## src/rtl/nidhogg_keys_pkg.sv

```systemverilog
// Purpose : shared scan codes, command codes, held-key bit indices and parser types.
// Latency : n/a (constants and types only).
// Backpr. : n/a.
// Used by the PS/2 key scheduler and by the motion/sword datapaths that consume
// the player commands.
package nidhogg_keys_pkg;

  // PS/2 set-2 prefix and keyboard control bytes
  localparam logic [7:0] PFX_BRK    = 8'hF0;
  localparam logic [7:0] PFX_EXT    = 8'hE0;
  localparam logic [7:0] SC_ACK     = 8'hFA;
  localparam logic [7:0] SC_BAT_OK  = 8'hAA;
  localparam logic [7:0] SC_ECHO    = 8'hEE;
  localparam logic [7:0] SC_RESEND  = 8'hFE;

  // Left player keys
  localparam logic [7:0] SC_A       = 8'h1C;
  localparam logic [7:0] SC_D       = 8'h23;
  localparam logic [7:0] SC_W       = 8'h1D;
  localparam logic [7:0] SC_S       = 8'h1B;
  localparam logic [7:0] SC_SPACE   = 8'h29;
  localparam logic [7:0] SC_LSHIFT  = 8'h12;

  // Right player keys (arrows are the same codes with or without E0)
  localparam logic [7:0] SC_ARR_L   = 8'h6B;
  localparam logic [7:0] SC_ARR_R   = 8'h74;
  localparam logic [7:0] SC_ARR_U   = 8'h75;
  localparam logic [7:0] SC_ARR_D   = 8'h72;
  localparam logic [7:0] SC_RSHIFT  = 8'h59;
  localparam logic [7:0] SC_ENTER   = 8'h5A;

  // Player command codes
  localparam logic [2:0] CMD_NONE       = 3'd0;
  localparam logic [2:0] CMD_LEFT       = 3'd1;
  localparam logic [2:0] CMD_RIGHT      = 3'd2;
  localparam logic [2:0] CMD_JUMP       = 3'd3;
  localparam logic [2:0] CMD_THROW      = 3'd4;
  localparam logic [2:0] CMD_SWORD_DOWN = 3'd5;
  localparam logic [2:0] CMD_SWORD_UP   = 3'd6;

  // Held-key vector bit positions: {throw,jump,down,up,right,left}
  localparam int KEY_LEFT  = 0;
  localparam int KEY_RIGHT = 1;
  localparam int KEY_UP    = 2;
  localparam int KEY_DOWN  = 3;
  localparam int KEY_JUMP  = 4;
  localparam int KEY_THROW = 5;
  localparam int NUM_KEYS  = 6;

  typedef enum logic {DIR_LEFT, DIR_RIGHT} dir_t;

  typedef enum logic [1:0] {PS_IDLE, PS_BRK, PS_EXT, PS_EXT_BRK} parse_state_t;

  // Bytes the keyboard emits that are not key events
  function automatic logic is_ctrl_byte(input logic [7:0] b);
    return (b == SC_ACK) || (b == SC_BAT_OK) || (b == SC_ECHO) || (b == SC_RESEND);
  endfunction

  // E0 12 / E0 59 are the fake shifts some keyboards wrap around extended keys
  function automatic logic is_fake_shift(input logic [7:0] b);
    return (b == 8'h12) || (b == 8'h59);
  endfunction

endpackage

```

## src/rtl/player_key_state.sv

```systemverilog
// Purpose : per-player held keys, one-shot jump/throw pending bits, last direction, tick encoder.
// Latency : make/break visible on held 1 cycle later; cmd registered on the tick cycle.
// Backpr. : none; every make/break strobe is absorbed in the cycle it arrives.
// Ports:
//   clk_50MHz, rst          clock, synchronous active-high reset
//   key_make/key_brk/key_code  decoded key event from the parser (one per cycle max)
//   tick, game_en           issue strobe and issue enable
//   cmd                     command issued at the last tick, held until the next
//   held                    {throw,jump,down,up,right,left}
module player_key_state
  import nidhogg_keys_pkg::*;
#(
  parameter logic [7:0] CODE_LEFT  = SC_A,
  parameter logic [7:0] CODE_RIGHT = SC_D,
  parameter logic [7:0] CODE_UP    = SC_W,
  parameter logic [7:0] CODE_DOWN  = SC_S,
  parameter logic [7:0] CODE_JUMP  = SC_SPACE,
  parameter logic [7:0] CODE_THROW = SC_LSHIFT
) (
  input  logic                clk_50MHz,
  input  logic                rst,
  input  logic                key_make,
  input  logic                key_brk,
  input  logic [7:0]          key_code,
  input  logic                tick,
  input  logic                game_en,
  output logic [2:0]          cmd,
  output logic [NUM_KEYS-1:0] held
);

  logic [NUM_KEYS-1:0] key_hit;
  logic [NUM_KEYS-1:0] mk;
  logic [NUM_KEYS-1:0] bk;
  logic [2:0]          cmd_sel;
  logic                pend_jump;
  logic                pend_throw;
  logic                pend_jump_nxt;
  logic                pend_throw_nxt;
  dir_t                last_dir;
  dir_t                last_dir_nxt;

  always_comb begin
    key_hit             = '0;
    key_hit[KEY_LEFT]   = (key_code == CODE_LEFT);
    key_hit[KEY_RIGHT]  = (key_code == CODE_RIGHT);
    key_hit[KEY_UP]     = (key_code == CODE_UP);
    key_hit[KEY_DOWN]   = (key_code == CODE_DOWN);
    key_hit[KEY_JUMP]   = (key_code == CODE_JUMP);
    key_hit[KEY_THROW]  = (key_code == CODE_THROW);
    mk = key_make ? key_hit : '0;
    bk = key_brk  ? key_hit : '0;
  end

  // Priority encoder over the registered state, so a byte landing in the
  // tick cycle only counts toward the following tick.
  always_comb begin
    cmd_sel = CMD_NONE;
    if (held[KEY_LEFT] && held[KEY_RIGHT])
      cmd_sel = (last_dir == DIR_LEFT) ? CMD_LEFT : CMD_RIGHT;
    else if (held[KEY_LEFT])
      cmd_sel = CMD_LEFT;
    else if (held[KEY_RIGHT])
      cmd_sel = CMD_RIGHT;
    else if (pend_jump)
      cmd_sel = CMD_JUMP;
    else if (pend_throw)
      cmd_sel = CMD_THROW;
    else if (held[KEY_DOWN])
      cmd_sel = CMD_SWORD_DOWN;
    else if (held[KEY_UP])
      cmd_sel = CMD_SWORD_UP;
  end

  // Pending bits arm only on a fresh press (typematic repeats see held=1).
  // A new press in the same cycle as the clear survives: set is OR-ed last.
  always_comb begin
    pend_jump_nxt  = pend_jump;
    pend_throw_nxt = pend_throw;
    if (tick && (!game_en || cmd_sel == CMD_JUMP))
      pend_jump_nxt = 1'b0;
    if (tick && (!game_en || cmd_sel == CMD_THROW))
      pend_throw_nxt = 1'b0;
    if (mk[KEY_JUMP] && !held[KEY_JUMP])
      pend_jump_nxt = 1'b1;
    if (mk[KEY_THROW] && !held[KEY_THROW])
      pend_throw_nxt = 1'b1;
  end

  // Releasing the direction that currently wins hands priority to the other
  // one if it is still down.
  always_comb begin
    last_dir_nxt = last_dir;
    if (mk[KEY_LEFT])
      last_dir_nxt = DIR_LEFT;
    else if (mk[KEY_RIGHT])
      last_dir_nxt = DIR_RIGHT;
    else if (bk[KEY_LEFT] && last_dir == DIR_LEFT && held[KEY_RIGHT])
      last_dir_nxt = DIR_RIGHT;
    else if (bk[KEY_RIGHT] && last_dir == DIR_RIGHT && held[KEY_LEFT])
      last_dir_nxt = DIR_LEFT;
  end

  always_ff @(posedge clk_50MHz) begin
    if (rst) begin
      held       <= '0;
      pend_jump  <= 1'b0;
      pend_throw <= 1'b0;
      last_dir   <= DIR_LEFT;
      cmd        <= CMD_NONE;
    end else begin
      held       <= (held | mk) & ~bk;
      pend_jump  <= pend_jump_nxt;
      pend_throw <= pend_throw_nxt;
      last_dir   <= last_dir_nxt;
      if (tick)
        cmd <= game_en ? cmd_sel : CMD_NONE;
    end
  end

endmodule

```

## src/rtl/ps2_key_scheduler.sv

```systemverilog
// Purpose : parse PS/2 make/F0/E0 byte stream and issue one arbitrated command per player per tick.
// Latency : key event lands in held 1 cycle after rx_valid; commands change only on tick cycles.
// Backpr. : none; one byte per rx_valid strobe is consumed every cycle.
// Ports:
//   clk_50MHz, rst       clock, synchronous active-high reset
//   rx_byte, rx_valid    scan byte and 1-cycle strobe from PS2Receiver
//   game_en              0 freezes command issue (held tracking continues)
//   tick                 1-cycle pulse every TICK_DIV cycles
//   lp_cmd, rp_cmd       per-player command, updated on tick
//   lp_held, rp_held     per-player held keys {throw,jump,down,up,right,left}
module ps2_key_scheduler
  import nidhogg_keys_pkg::*;
#(
  parameter int TICK_DIV  = 100000,
  parameter int PREFIX_TO = 50000
) (
  input  logic                clk_50MHz,
  input  logic                rst,
  input  logic [7:0]          rx_byte,
  input  logic                rx_valid,
  input  logic                game_en,
  output logic                tick,
  output logic [2:0]          lp_cmd,
  output logic [2:0]          rp_cmd,
  output logic [NUM_KEYS-1:0] lp_held,
  output logic [NUM_KEYS-1:0] rp_held
);

  localparam int TW  = $clog2(TICK_DIV);
  localparam int TOW = $clog2(PREFIX_TO + 1);

  parse_state_t   state;
  parse_state_t   state_nxt;
  logic [TW-1:0]  tick_cnt;
  logic [TOW-1:0] to_cnt;
  logic           key_make;
  logic           key_brk;

  assign tick = (tick_cnt == TW'(TICK_DIV - 1));

  always_ff @(posedge clk_50MHz) begin
    if (rst)
      tick_cnt <= '0;
    else if (tick)
      tick_cnt <= '0;
    else
      tick_cnt <= tick_cnt + 1'b1;
  end

  // Counts idle cycles spent waiting for the byte after a prefix.
  always_ff @(posedge clk_50MHz) begin
    if (rst)
      to_cnt <= '0;
    else if (rx_valid || state == PS_IDLE)
      to_cnt <= '0;
    else
      to_cnt <= to_cnt + 1'b1;
  end

  always_ff @(posedge clk_50MHz) begin
    if (rst)
      state <= PS_IDLE;
    else
      state <= state_nxt;
  end

  always_comb begin
    state_nxt = state;
    key_make  = 1'b0;
    key_brk   = 1'b0;
    if (rx_valid) begin
      unique case (state)
        PS_IDLE: begin
          if (rx_byte == PFX_BRK)
            state_nxt = PS_BRK;
          else if (rx_byte == PFX_EXT)
            state_nxt = PS_EXT;
          else if (!is_ctrl_byte(rx_byte))
            key_make = 1'b1;
        end
        PS_EXT: begin
          if (rx_byte == PFX_BRK) begin
            state_nxt = PS_EXT_BRK;
          end else begin
            state_nxt = PS_IDLE;
            key_make  = !is_fake_shift(rx_byte);
          end
        end
        PS_BRK: begin
          state_nxt = PS_IDLE;
          key_brk   = 1'b1;
        end
        PS_EXT_BRK: begin
          state_nxt = PS_IDLE;
          key_brk   = !is_fake_shift(rx_byte);
        end
        default: state_nxt = PS_IDLE;
      endcase
    end else if (state != PS_IDLE && to_cnt == TOW'(PREFIX_TO - 1)) begin
      // Abandon a dangling prefix so a lost byte cannot turn the next make into a break.
      state_nxt = PS_IDLE;
    end
  end

  player_key_state #(
    .CODE_LEFT  (SC_A),
    .CODE_RIGHT (SC_D),
    .CODE_UP    (SC_W),
    .CODE_DOWN  (SC_S),
    .CODE_JUMP  (SC_SPACE),
    .CODE_THROW (SC_LSHIFT)
  ) u_lp (
    .clk_50MHz (clk_50MHz),
    .rst       (rst),
    .key_make  (key_make),
    .key_brk   (key_brk),
    .key_code  (rx_byte),
    .tick      (tick),
    .game_en   (game_en),
    .cmd       (lp_cmd),
    .held      (lp_held)
  );

  player_key_state #(
    .CODE_LEFT  (SC_ARR_L),
    .CODE_RIGHT (SC_ARR_R),
    .CODE_UP    (SC_ARR_U),
    .CODE_DOWN  (SC_ARR_D),
    .CODE_JUMP  (SC_RSHIFT),
    .CODE_THROW (SC_ENTER)
  ) u_rp (
    .clk_50MHz (clk_50MHz),
    .rst       (rst),
    .key_make  (key_make),
    .key_brk   (key_brk),
    .key_code  (rx_byte),
    .tick      (tick),
    .game_en   (game_en),
    .cmd       (rp_cmd),
    .held      (rp_held)
  );

endmodule
```

## config.mk

```make
export PLATFORM = sky130hd
export DESIGN_NAME = ps2_key_scheduler
export DESIGN_NICKNAME = d
export VERILOG_FILES = /design/src/rtl/nidhogg_keys_pkg.sv /design/src/rtl/player_key_state.sv /design/src/rtl/ps2_key_scheduler.sv
export SDC_FILE = /design/constraint.sdc
export NUM_CORES = 1
export LEC_CHECK = 0
export CAP_MARGIN = 10
export CORE_MARGIN = 5
export CORE_UTILIZATION = 51
export DETAILED_ROUTE_END_ITERATION = 6
export GPL_TIMING_DRIVEN = 0
export PLACE_DENSITY = 0.81
export SLEW_MARGIN = 5
export SYNTH_ARGS = -nofsm -noshare
export SYNTH_HDL_FRONTEND = slang
export SYNTH_SLANG_ARGS = --single-unit
```

## constraint.sdc

```tcl
create_clock -name clk_50MHz -period 1.7 [get_ports clk_50MHz]
set_input_delay 0.34 -clock clk_50MHz [delete_from_list [all_inputs] [get_ports clk_50MHz]]
set_output_delay 0.34 -clock clk_50MHz [all_outputs]
set_load 0.03 [all_outputs]
```

== Word level (Yosys, flattened, before mapping) ==
Cells that the tools add are included.
Cells by class
  add/subtract/negate cells: 2
  equality and inequality tests: 28
  mux-type cells: 50
  bitwise operators: 8
  reduce and logical (&&, ||, !) cells: 49
Operators with widths (number)
  == test 8 x 7 -> 1 bit (second input constant): 6
  == test 8 bit (second input constant): 6
  two-way mux 3 bit: 16
  == test 8 x 5 -> 1 bit (second input constant): 4
  two-way mux 6 bit: 4
  two-way mux 1 bit: 20
  logical AND 1 bit: 19
  adder 17 x 1 -> 17 bit (second input constant): 1
  == test 17 bit (second input constant): 1
  adder 16 x 1 -> 16 bit (second input constant): 1
  == test 16 bit (second input constant): 1
  == test 8 x 6 -> 1 bit (second input constant): 2
  two-way mux 2 bit: 7
  bitwise AND 6 bit: 2
  inverter 6 bit: 2
  bitwise OR 6 bit: 2
  nonzero test 2 bit: 6
  OR reduction 2 bit: 5
  logical OR 1 bit: 9
  == test 3 x 2 -> 1 bit (second input constant): 2
  == test 3 bit (second input constant): 2
  logical NOT 1 bit: 6
  one-hot mux 2 bit (3 select lines): 1
  nonzero test 3 bit: 2
  other kinds (7): 10
Storage, ports and cells
  bits in registers: 59
  input bits: 12
  output and inout port bits: 19
  logic and storage cells: 150

== Logic depth before layout (Yosys ltp) ==
Gate-level depths: netlist of the first run.
  depth in word-level cells: 12
  mapped depth: 8
  depth with buffers taken out: 6

== By module ==
From an unflattened synthesis of the first run, not the netlist that was laid out.
Unflattened totals
  cells, all modules: 342
  area total of the unflattened synthesis: 3022.9 µm²
By module, submodules not included
  ps2_key_scheduler: times used 1, cells each 194, area an instance 1696.6 µm², sequential area each 700.7 µm²
  player_key_state at u_rp: times used 1, cells each 75, area an instance 693.2 µm², sequential area each 240.2 µm²
  player_key_state at u_lp: times used 1, cells each 73, area an instance 633.1 µm², sequential area each 240.2 µm²

== Least setup slack after synthesis of the first run ==
OpenSTA, ideal clock, no wires.
  path type: register -> register
  start: register tick_cnt[0]
  end: register u_lp.pend_throw
  setup time: 132 ps
  arrival: 2025 ps
  data required time: 1568 ps
  setup slack: -457 ps
  stages on the path, launching flop included: 8
  buffers on the path: 1
  period minus slack after synthesis: 2157 ps
  cells stage by stage: dfxtp_1 ha_1 and4_1 clkbuf_1 nand2_1 nor3_1 a21o_1 a21oi_1
Between the ends
  cells in the longest elaborated chain, start to end: 3
Ends and longest elaborated chain
  from (decl): line ps2_key_scheduler.sv:34  | logic [TW-1:0] tick_cnt;
  from (signal assigned): line ps2_key_scheduler.sv:47  | tick_cnt <= tick_cnt + 1'b1;
  == test 17 bit: line ps2_key_scheduler.sv:39  | assign tick = (tick_cnt == TW'(TICK_DIV - 1));
  named net tick: line ps2_key_scheduler.sv:22  | output logic tick,
  logical AND 1 bit: line player_key_state.sv:81  | if (tick && (!game_en || cmd_sel == CMD_THROW))
  nonzero test 2 bit (no source line)
  to (signal assigned): line player_key_state.sv:113  | pend_throw <= pend_throw_nxt;
  to (decl): line player_key_state.sv:36  | logic pend_throw;
The timed path passes the listed nets, and every way through them passes these cells.
A chain may end at the register's enable or synchronous reset.

== Worst setup path after layout of the first run ==
  start: register tick_cnt[1]
  end: output tick
Between the ends
  cells in the longest elaborated chain, start to end: 1
Ends and longest elaborated chain (line)
  == test 17 bit: ps2_key_scheduler.sv:39
  to (decl): ps2_key_scheduler.sv:22
No other way between the ends.

==> out/results.txt, run 1 <==
Rows - 27
WL met1 - 3320 um
Clock Latency Late Sink - 0.34 ns
Routed WL - 7980 um
Clock buffer depth - 2
End of the critical path - tick
Gate Count Post-Synth - 335
Slew Viols, Final - 0
Avg Inst Size Synth - 8.66 um^2
# IOs - 31
Worst path slowest cell - dfxtp_2
CP endpoint kind - primary output
Reg2reg path depth - 10
Synthesized area - 0.00290 mm^2
Worst hold margin - 0.447 ns
Reg clk slew, reported paths - 0.06 ns
Final WS setup - -0.233 ns
Async SR Flop Fraction - 0
R2r setup slk - -0.22 ns
Metal2 WL - 3900 um
Yosys reg bits - 59
Leakage power - 1.52 nW
Hold Vio Cnt, Final - 0
Number of cells on the critical path - 6
Commonest non-fill, non-tap cell in the layout - dfxtp_1
Max_slew headroom - 0.601
CP Cell Sequence - ha_2 -> and4_1 -> clkbuf_8 -> nand2_8 -> nor3_4 -> buf_6
Detailed-route vias per instance - 5.97
Cts hold-fix bufs - 0
CP startpoint - tick_cnt[1]
Max Freq - 0.517 GHz
Kind of start point of the critical path - flip-flop
Min Tclk post-route - 1.93 ns
Input/output buffers - 29
Crit-path leading delay family - simple AND/OR/NAND/NOR gates
Crit-path max cell delay - 0.34 ns
Ys flop type - dfxtp_1
CTS HTree Levels - 3
# DRC - 0
Core area - 0.00551 mm^2
Vias in the first global route - 2540
Gr usage total - 0.206
Clock Tree Root - clkbuf_8
YS warnings - 0
Final critical-path share of the clock period - 1.14
Worst-margin pin slew - 0.593 ns
RSZ-0062 raised after global routing - true
Final core occ - 0.720
Initial antenna violation count - 0
Max VDD drop - 0.745 mV
Chip Width - 85.4 um
Post-synthesis cell type count - 51
ANT cells - 0
# nets final - 414
DRT iter0 DRCs - 214
Total die area - 0.00729 mm^2
Sequential-to-total area share from yosys stat - 0.407
Hold depth - 1
CTS tree - done
DP HPWL - 4750 um
Reg2Reg Launch Point - tick_cnt[1]
Critical Setup Path Class - flip-flop to primary output
CP Data Required Time - 1.36 ns
Metal3 WL - 549 um
CP Max Fanout - 2
Layout fillers - 398
Final GP Congestion - 0.911
Layout cells sized above 1 - 0.289
Max cap viols - 0
Clock sink total - 59
Detailed Routing Iterations Pass 1 - 5
TritonCTS buffer count - 9
Initial Util - 0.527
Vias - 2846
Most frequent cells in the layout - dfxtp_1 (47), nor2_1 (43), a21oi_1 (26), nand2_1 (23), buf_4 (20)
Crit path buf inv count - 2
Power Density - 706 mW/mm^2
Top sig layer - met4
Synth Net Count - 349
Syn-to-layout area delta - 36.7%
RR Endpoint - u_lp.pend_jump
Post-synth EDFFs - 0
Worst Clk Skew - 0.00710 ns
First-pass GRT wire length - 12000 um
GRT Residual Overflow - 0
Largest net degree at the start of global routing - 11
Setup violators final - 26
Die height - 85.4 um
Routed len/inst - 16.7 um
Failing checks - negative setup slack
HP Class - flip-flop to flip-flop
Critical path arrival - 1.59 ns
DRT antenna net count - 0
Outcome - complete, but fails checks
## per-stage QoR
stage          TNS (ns)  area, um^2  worst slack, ns  instances  power [mW]
6_report          -4.09        3960           -0.233        477        2.80
5_1_grt           -5.94        3960           -0.300        477        2.89
4_1_cts          -0.438        3750           -0.205        468        2.78
3_5_place_dp     -21.76        3290           -0.676        436        1.56
3_3_place_gp     -20.55        3290           -0.673        436        1.56
2_1_floorplan         0        2910           0.0113        335        1.50
## cells by family after synthesis
group,count (synthesis),share of synthesized area
and+or+nand+nor,162,0.310
adders and majority gates,2,0.00863
xor gates and xnor gates,26,0.0785
AOI/OAI and AO/OA,68,0.171
buffers and inverters,18,0.0250
DFF,59,0.407
## synthesized netlist by cell type (all sizes together) (5+ instances only)
cell type,instances,area (um^2)
or3,9,56.3
xnor2,9,78.8
dfxtp,59,1180
nand2b,9,56.3
nand3,18,90.1
nor3,15,95.1
clkbuf,8,30.0
nand4,5,31.3
xor2,17,149
a21oi,28,140
inv,8,30.0
a211oi,14,140
nor2,47,208
nor4,7,50.1
o21ai,7,35.0
nand2,28,105
## flip-flops by register name (all words and copies together), names as in the netlist
register,cells
u_lp.pend_jump,1
u_lp.last_dir,1
u_rp.held,6
u_lp.held,6
u_rp.pend_throw,1
tick_cnt,17
u_lp.cmd,3
u_lp.pend_throw,1
to_cnt,16
state,2
u_rp.pend_jump,1
u_rp.cmd,3
u_rp.last_dir,1
## routing by layer
layer / track usage / vias up
li1: - / 1342
met1: 0.256 / 1363
met2: 0.338 / 113
met3: 0.0524 / 28
met4: 0.0878 / 0
met5: 0 / -
## area by class of cell
cell class	instances	area, um^2	area share
Inverter	8	30.0	0.00758
Clock buffer	15	186	0.0470
Clock inverter	1	5.00	0.00126
Buffer	10	80.1	0.0202
Multi-Input combinational cell	258	1870	0.472
Sequential cell	59	1200	0.302
Timing Repair Buffer	54	504	0.127
Tap cell	72	90.1	0.0227
## worst min path at each step
stage / startpoint / to / slack, ns
after global placement: to_cnt[0] / to_cnt[0] / 0.43
after floorplan: tick_cnt[0] / tick_cnt[0] / 0.42
after CTS: game_en / u_lp.cmd[1] / 0.42
after global routing: u_lp.cmd[1] / u_lp.cmd[1] / 0.47
after detailed placement: to_cnt[0] / to_cnt[0] / 0.44
final: to_cnt[0] / to_cnt[0] / 0.45
## timing repair
item | 4_1_cts | 5_1_grt
setup buffers | 15 | 8
resized for setup | 65 | 46
endpoints found under the setup margin | 57 | 43
cloned | 1 | 1
pin swaps | 9 | 11
## power breakdown
group	internal, mW	leakage (nW)	switching, mW
logic	0.0808	0.938	0.110
registers	1.39	0.481	0.00625
clock network	0.687	0.0997	0.525
total	2.16	1.52	0.641
No activity file was read; power rests on OpenSTA's default activity.
==> run 2, diff against run 1 <==
- CORE_ASPECT_RATIO: default -> 0.7
==> run 2 against run 1 <==
  * The run still ends with negative setup slack left
  * Critical path depth decreased by 2
  * Total power decreased by 2.9%
  * Largest power group unchanged
  * Clock skew increased by 0.00064 ns
  * Sequential share of layout area increased by 0.33 points
  * Design area decreased by 1.6%
  * Critical path type unchanged
  * Setup slack improved by 0.023 ns
  * Global-route usage increased by 1.6 points
==> out/results.txt, run 2 (synthesized netlist as in run 1, its figures left out) <==
Outcome - complete, but fails checks
Failing checks - negative setup slack
TritonCTS buffer count - 9 (unchanged)
Reg clk slew, reported paths - 0.07 ns (about the same)
GRT Residual Overflow - 0 (unchanged)
Final GP Congestion - 0.867 (-4.7%)
Sw Pwr - 658 uW (+2.7%)
RR Endpoint - u_rp.cmd[0]
Clock Latency Late Sink - 0.34 ns (about the same)
Largest net degree at the start of global routing - 11 (unchanged)
Largest regs - tick_cnt (17), to_cnt (16)
Reg power frac - 0.514 (+0.015)
CP startpoint - tick_cnt[16]
Final core occ - 0.695 (-0.0249)
Clock Tree Root - clkbuf_8
Final WS setup - -0.209 ns (+0.0234 ns)
Detailed Routing Iterations Pass 1 - 7 (+2)
Internal power - 2.06 mW (-4.5%)
Slew Viols, Final - 0 (unchanged)
Hold Vio Cnt, Final - 0 (unchanged)
Critical Setup Path Class - flip-flop to primary output
Max FFs per register - 17 (unchanged)
DP HPWL - 4870 um (+2.6%)
Layout fillers - 404 (+1.5%)
CTS HTree Levels - 3 (unchanged)
Syn-to-layout area delta - 34.5%
Setup violators final - 5 (-81%)
Total die area - 0.00732 mm^2 (+0.34%)
Layout cells sized above 1 - 0.276 (-0.0128)
First-pass GRT wire length - 12800 um (+6.7%)
Clock sink total - 59 (unchanged)
Max Freq - 0.524 GHz (+1.2%)
Gr usage total - 0.223 (+0.0162)
Most frequent cells in the layout - dfxtp_1 (52), nor2_1 (44), nand2_1 (25), a21oi_1 (24), dlygate4sd2_1 (19)
Vias - 2882 (+1.3%)
HP Class - flip-flop to flip-flop
DRT iter0 DRCs - 260 (+21%)
# DRC - 0 (unchanged)
Core area - 0.00561 mm^2 (+1.9%)
Input/output buffers - 29 (unchanged)
Vias in the first global route - 2676 (+5.4%)
Initial Util - 0.517 (-0.00986)
DP Area - 0.00330 mm^2 (+0.11%)
Routed WL - 8280 um (+3.8%)
RSZ-0062 raised after global routing - true
Rows - 23 (-15%)
Clock buffer depth - 2 (unchanged)
Initial antenna violation count - 0 (unchanged)
Part of the power in the clock network - 0.421 (-0.012)
Worst Clk Skew - 0.00775 ns (+0.000645 ns)
Biggest register - tick_cnt
Max VDD drop - 0.622 mV (-17%)
Final critical-path share of the clock period - 1.12 (-0.0138)
# IOs - 31 (unchanged)
Reg2Reg Launch Point - tick_cnt[16]
Cts hold-fix bufs - 0 (unchanged)
CP endpoint kind - primary output
Routed len/inst - 17.4 um (+3.8%)
CP Data Required Time - 1.36 ns (about the same)
Min Tclk post-route - 1.91 ns (-0.0234 ns)
ANT cells - 0 (unchanged)
Kind of start point of the critical path - flip-flop
End of the critical path - tick
Chip Width - 100 um (+17%)
# nets final - 411 (-0.72%)
Part of the power in combinational logic - 0.064 (-0.004)
Finished layout cell area - 0.00390 mm^2 (-1.6%)
Reg2reg path depth - 7 (-3)
DRT antenna net count - 0 (unchanged)
Detailed-route vias per instance - 6.04 (+1.3%)
Max cap viols - 0 (unchanged)
R2r setup slk - -0.01 ns (+0.21 ns)
Leakage power - 1.42 nW (-6.8%)
Power Density - 697 mW/mm^2 (-1.3%)
CTS tree - done
Worst-margin pin slew - 0.586 ns (-0.00748 ns)
Commonest non-fill, non-tap cell in the layout - dfxtp_1
Max_slew headroom - 0.609 (+0.00863)
CP Max Fanout - 3 (+1)
Switch share - 0.242 (+0.0132)
Critical path arrival - 1.57 ns (-0.02 ns)
Die height - 73.1 um (-14%)
[run 2: cell type report]
| type | instances | area [um^2] | area share |
|---|---|---|---|
| Clock buffer | 14 | 163 | 0.0417 |
| Timing Repair Buffer | 50 | 429 | 0.110 |
| Buffer | 10 | 73.8 | 0.0189 |
| Sequential cell | 59 | 1190 | 0.305 |
| Inverter | 8 | 30.0 | 0.00770 |
| Clock inverter | 2 | 10.0 | 0.00257 |
| Tap cell | 75 | 93.8 | 0.0241 |
| Multi-Input combinational cell | 259 | 1910 | 0.490 |
[run 2: worst min-delay path by stage]
stage | start | cells after the start | endpoint
2_1_floorplan | tick_cnt[0] | 1 | tick_cnt[0]
3_3_place_gp | to_cnt[0] | 1 | to_cnt[0]
3_5_place_dp | to_cnt[0] | 1 | to_cnt[0]
4_1_cts | game_en | 3 | u_lp.cmd[2]
5_1_grt | to_cnt[0] | 1 | to_cnt[0]
6_report | to_cnt[0] | 1 | to_cnt[0]
[run 2: power by group through the flow]
stage | Sequential, mW | Combinational [mW] | Clock (mW)
floorplan | 1.43 | 0.0751 | 0
finish | 1.40 | 0.175 | 1.14
global placement | 1.43 | 0.129 | 0
detailed placement | 1.43 | 0.134 | 0
global route | 1.40 | 0.186 | 1.23
CTS | 1.40 | 0.160 | 1.15
[run 2: what timing repair did]
action                                 4_1_cts  5_1_grt
cloned                                       1        0
buffers inserted                            15        7
endpoints found under the hold margin        0        0
setup endpoints to repair                   62       42
gates resized for setup                     67       46
pin swaps                                    9       16
[run 2: worst max-delay path, stage by stage, from the launching register on]
cell and delay (ns):
dfxtp_1 0.38, nor4bb_4 0.33, nand2_2 0.14, nor3_4 0.22, buf_6 0.16
[run 2: metrics by stage]
stage               setup TNS [ns]  setup WS [ns]  cells  hold slack [ns]  total power, mW
floorplan                        0         0.0113    335            0.417             1.50
global placement            -20.32         -0.682    439            0.429             1.56
detailed placement          -21.59         -0.707    439            0.436             1.56
CTS                         -0.428         -0.243    471            0.445             2.71
global route                 -1.45         -0.297    477            0.459             2.81
finish                      -0.252         -0.209    477            0.450             2.72
[run 2: routing by layer]
metal	global-route usage	routed length [um]	up-vias	part of all wire
met3	0.0755	671	43	0.081
li1	-	-	1337	-
met4	0.0987	368	0	0.044
met1	0.288	3510	1344	0.42
met2	0.338	3740	158	0.45
met5	0	0	-	0
==> edit 1: new RTL, config.mk and constraints of run 2 <==
Register the output `tick`, cleared by the reset; this adds one clock of latency there. The other outputs are not delayed to match. Comments in the files are not updated.
--- a/src/rtl/ps2_key_scheduler.sv
+++ b/src/rtl/ps2_key_scheduler.sv
@@ -31,2 +31,4 @@
 
+  logic tick_d;
+
   parse_state_t   state;
@@ -38,3 +40,3 @@
 
-  assign tick = (tick_cnt == TW'(TICK_DIV - 1));
+  assign tick_d = (tick_cnt == TW'(TICK_DIV - 1));
 
@@ -43,3 +45,3 @@
       tick_cnt <= '0;
-    else if (tick)
+    else if (tick_d)
       tick_cnt <= '0;
@@ -117,3 +119,3 @@
     .key_code  (rx_byte),
-    .tick      (tick),
+    .tick      (tick_d),
     .game_en   (game_en),
@@ -136,3 +138,3 @@
     .key_code  (rx_byte),
-    .tick      (tick),
+    .tick      (tick_d),
     .game_en   (game_en),
@@ -142,2 +144,10 @@
 
+  always_ff @(posedge clk_50MHz) begin
+    if (rst) begin
+      tick <= '0;
+    end else begin
+      tick <= tick_d;
+    end
+  end
+
 endmodule
Behaviour: no difference found for any inputs over 10 cycles, from zero or initial values and one cycle with rst high; that may be too few to reach the edited logic, so the function may still have changed.
==> edit 1 against run 2 <==
Total power up 14%; critical path type is now reg2reg; die area grew 5.2%; core utilization fell by 2.5 points; design area is 0.58% lower; critical endpoint is now u_lp.cmd[0]; register-to-register slack better by 20 ps; sequential cell count rose by 1; fmax grew 13%; setup slack improved by 220 ps; synthesized area grew 5.9%; wire length down 3.4%.
==> edit 1: results (changes against run 2) <==
Pwr
  – Maximum resistive drop on vdd: 0.575 mV (-7.6%)
  – Internal power: 2420 uW (+17%)

Worst setup path
  – Critical setup path kind: reg2reg
  – Reg2reg path depth: 6 (-1)
  – End point of the critical path: u_lp.cmd[0]
  – Delay of the slowest cell on the worst path: 540 ps (+160 ps)
  – Highest fanout seen on the critical path: 6 (+3)
  – Origin of the critical flop-to-flop path: tick_cnt[1]
  – Arr. time, crit path: 1960 ps (+390 ps)
  – Internal reg-to-reg setup slack: 10 ps (+20 ps)

Global route
  – GR Layer Usage met1: 28.7% (-0.039 points)
  – Number of global-route vias before repair: 2,765 (+3.3%)
  – Grt met3 use: 7.59% (+0.047 points)

STA
  – Transition at the pin with the smallest max-transition slack: 561 ps (-25.2 ps)
  – Clk_skew: 9.83 ps (+2.08 ps)
  – Final worst hold slack: 455 ps (+4.23 ps)

Outcome
  – Status: finished clean

Route
  – Routed length per placed instance: 16.3 um (-5.9%)
  – Violation count after the first detailed-route iteration: 246 (-5.4%)
  – DR vias/cell: 6.04 (about the same)

Cells and area
  – Post-Route Utilization: 67.0% (-2.5 points)
  – Fraction of layout cells with a size suffix above 1: 15.7% (-12 points)
  – Final-stage net count: 424 (+3.2%)

Synthesis
  – Fraction of synthesized cell area in xor and xnor cells: 7.41% (-0.44 points)
  – Cell types occupying the most area after synthesis: sky130_fd_sc_hd__dfxtp_1 39%, sky130_fd_sc_hd__nor2_1 6.1%, sky130_fd_sc_hd__xnor2_1 4.6%, sky130_fd_sc_hd__nand2_1 2.9%, sky130_fd_sc_hd__xor2_1 2.9%
  – Multiplexer share of the synthesized area: 0.978% (+0.98 points)
  – Syn Inst Count: 364 (+8.7%)
  – Share of synthesized area occupied by flip-flops and latches: 39.1% (-1.6 points)

Placement
  – Placer congestion estimate: 0.928 (+7.0%)
  – Placed Instance Area: 0.00344 mm2 (+4.2%)

Worst hold path
  – Hold-critical path endpoint: u_lp.cmd[1]
  – Hold path start: u_lp.cmd[1]
edit 1: cell types whose count changed in the layout (fill, tap and decap cells not counted), sizes merged, moves of 7 or more:
cell / before / now
a211oi: 14 / 6
a21oi: 28 / 16
buf: 25 / 16
nand3: 18 / 11
nand4: 5 / 13
nor2b: 0 / 8
nor4: 7 / 14
xnor2: 9 / 16
xor2: 17 / 10
edit 1: layout make-up:
| class | count | area share (%) |
|---|---|---|
| repair buffers | 37 | 8.62 |
| clock buffers | 12 | 4.26 |
| plain buffers | 14 | 2.42 |
| clock inverters | 4 | 1.81 |
| multi-input cells | 275 | 48.1 |
| inverters | 13 | 1.26 |
| flip-flops and latches | 60 | 31.1 |
| well taps | 75 | 2.42 |
edit 1: layer usage:
| layer | part of all wire (%) | vias to the layer above | wire [um] |
|---|---|---|---|
| met4 | 1.0 | 0 | 82 |
| met5 | 0 | - | 0 |
| met1 | 47 | 1402 | 3800 |
| met3 | 7.4 | 11 | 590 |
| met2 | 44 | 122 | 3530 |
| li1 | - | 1423 | - |
edit 1: stage by stage:
stage,worst slack [ps],setup TNS (ps)
2_1_floorplan,48.7,0
3_3_place_gp,-508,-13050
3_5_place_dp,-567,-15050
4_1_cts,3.47,0
5_1_grt,-57.8,-150
6_report,11.3,0
edit 1: repair_timing:
item	CTS	global route
buffers inserted	6	4
hold endpoints to repair	0	0
resized for setup	35	24
endpoints found under the setup margin	52	26
pin swaps	2	4
edit 1: power groups by stage:
stage,logic (uW),registers [uW],clock network [uW]
final,173,1420,1500
after global routing,187,1420,1610
after CTS,155,1420,1530
after detailed placement,144,1450,0
after global placement,139,1450,0
after floorplan,84.4,1450,0
==> edit 2: new RTL, config.mk and constraints of run 2 <==
Made on the original files. The parameter `PREFIX_TO` goes from 50000 to 25000.
--- a/src/rtl/ps2_key_scheduler.sv
+++ b/src/rtl/ps2_key_scheduler.sv
@@ -14,3 +14,3 @@
   parameter int TICK_DIV  = 100000,
-  parameter int PREFIX_TO = 50000
+  parameter int PREFIX_TO = 25000
 ) (
Behaviour: no difference found for any inputs over 10 cycles, from zero or initial values and one cycle with rst high; that may be too few to reach the edited logic, so the function may still have changed.
==> edit 2 against run 2 <==
The flow still finishes with violations (negative setup slack); critical path depth grew 1; combinational power grew 10%; sequential cell count shrank 1; via count grew 6.7%; setup slack lost 100 ps; total power grew 5.4%; synthesized area grew 1.6%; wire length grew 5.3%; hold slack lost 19 ps; first-iteration DRC count shrank 20%; cell count grew 1.7%; design area grew 3.0%; synthesized cell count grew 4.2%; highest routed layer unchanged.
==> edit 2: results (changes against run 2) <==
Placement
  – Placed Instance Area: 0.00335 mm2 (+1.6%)
  – Post-placement setup slack: -807 ps (-101 ps)
  – Placer congestion estimate: 0.859 (-1.0%)
  – Dpl hpwl: 5.46 mm (+12%)

Worst setup path
  – Internal reg-to-reg setup slack: -80 ps (-70 ps)
  – Origin of the critical flop-to-flop path: tick_cnt[0]
  – Worst path slowest cell: sky130_fd_sc_hd__dfxtp_2
  – Arr. time, crit path: 1670 ps (+100 ps)
  – Reg-to-reg critical path endpoint: u_lp.pend_throw
  – Delay of the slowest cell on the worst path: 350 ps (-30 ps)
  – Highest fanout seen on the critical path: 4 (+1)

Route
  – Violation count after the first detailed-route iteration: 209 (-20%)

Global route
  – First-pass GRT wire length: 13.9 mm (+8.2%)
  – Number of global-route vias before repair: 2,852 (+6.6%)

Synthesis
  – Cell types occupying the most area after synthesis: sky130_fd_sc_hd__dfxtp_1 39%, sky130_fd_sc_hd__nor2_1 5.4%, sky130_fd_sc_hd__xnor2_1 3.6%, sky130_fd_sc_hd__a21oi_1 3.4%, sky130_fd_sc_hd__nand4_1 3.0%
  – Nets in the synthesized netlist: 363 (+4.0%)
  – Share of synthesized area occupied by flip-flops and latches: 39.4% (-1.3 points)
  – Commonest cells post-synth: 58 x sky130_fd_sc_hd__dfxtp_1, 42 x sky130_fd_sc_hd__nor2_1, 20 x sky130_fd_sc_hd__a21oi_1

Outcome
  – Status: complete, but fails checks
  – Violated checks: negative setup slack

STA
  – Final setup TNS: -878 ps (-627 ps)
  – Clk_skew: 9.19 ps (+1.45 ps)
  – Final setup vio count: 22 (+17)
  – Post-route setup slack: -313 ps (-104 ps)
  – Final worst hold slack: 431 ps (-18.8 ps)

Cells and area
  – Fraction of layout cells with a size suffix above 1: 24.9% (-2.7 points)
  – Final-stage net count: 419 (+1.9%)
  – Largest registers: tick_cnt x17, to_cnt x15
  – Filler-free cell count of the finished design: 485 (+1.7%)

Worst hold path
  – Hold path depth: 3 (+2)
  – Hold path start: rx_byte[5]
  – Worst Hold Class: in2reg
edit 2: changes by cell type after synthesis, sizes merged, moves of 4 or more:
cell / change
inv: +4
nor2b: +5
o21ai: +5
nand2: -15
nor2: -5
a21oi: -8
xor2: -7
nand4: +10
clkbuf: +5
a211oi: -5
edit 2: what timing repair did:
item	in CTS	in global routing
cloned	0	1
setup endpoints to repair	53	50
buffers inserted	13	5
pin swaps	21	13
resized for setup	72	49
edit 2: where the power goes:
group	total, uW	internal [uW]	switching (uW)
Sequential	1380	1370	9.01
Clock	1300	757	539
Combinational	193	70.5	123
Total	2860	2190	671
edit 2: how the worst max path moves through the flow:
stage | start | end | slack (ps) | cells after the start
finish | tick_cnt[11] | tick | -310 | 5
global placement | tick_cnt[11] | tick | -730 | 5
CTS | tick_cnt[12] | tick | -300 | 5
floorplan | tick_cnt[11] | tick | -20 | 4
detailed placement | tick_cnt[11] | tick | -810 | 5
global route | tick_cnt[11] | tick | -390 | 5
edit 2: layout make-up:
class | instances | area (um2)
flip-flops and latches | 58 | 1180
clock buffers | 14 | 163
fillers | 405 | 1650
multi-input cells | 261 | 1970
well taps | 75 | 93.8
repair buffers | 45 | 414
plain buffers | 18 | 114
inverters | 12 | 45.0
clock inverters | 2 | 35.0
edit 2: logic make-up after synthesis:
kind of cell | Yosys count | synth area share (%)
buf+inv | 30 | 3.99
compound gates | 76 | 18.1
simple gates | 161 | 31.1
fa+ha+maj | 2 | 0.849
xor+xnor | 22 | 6.54
flops | 58 | 39.4
edit 2: layer usage:
metal	global-route usage [%]	vias up	share of wire [%]
li1	-	1424	-
met2	36.6	137	45
met4	7.77	0	1.3
met3	6.55	14	6.7
met1	31.9	1499	47
met5	0	-	0
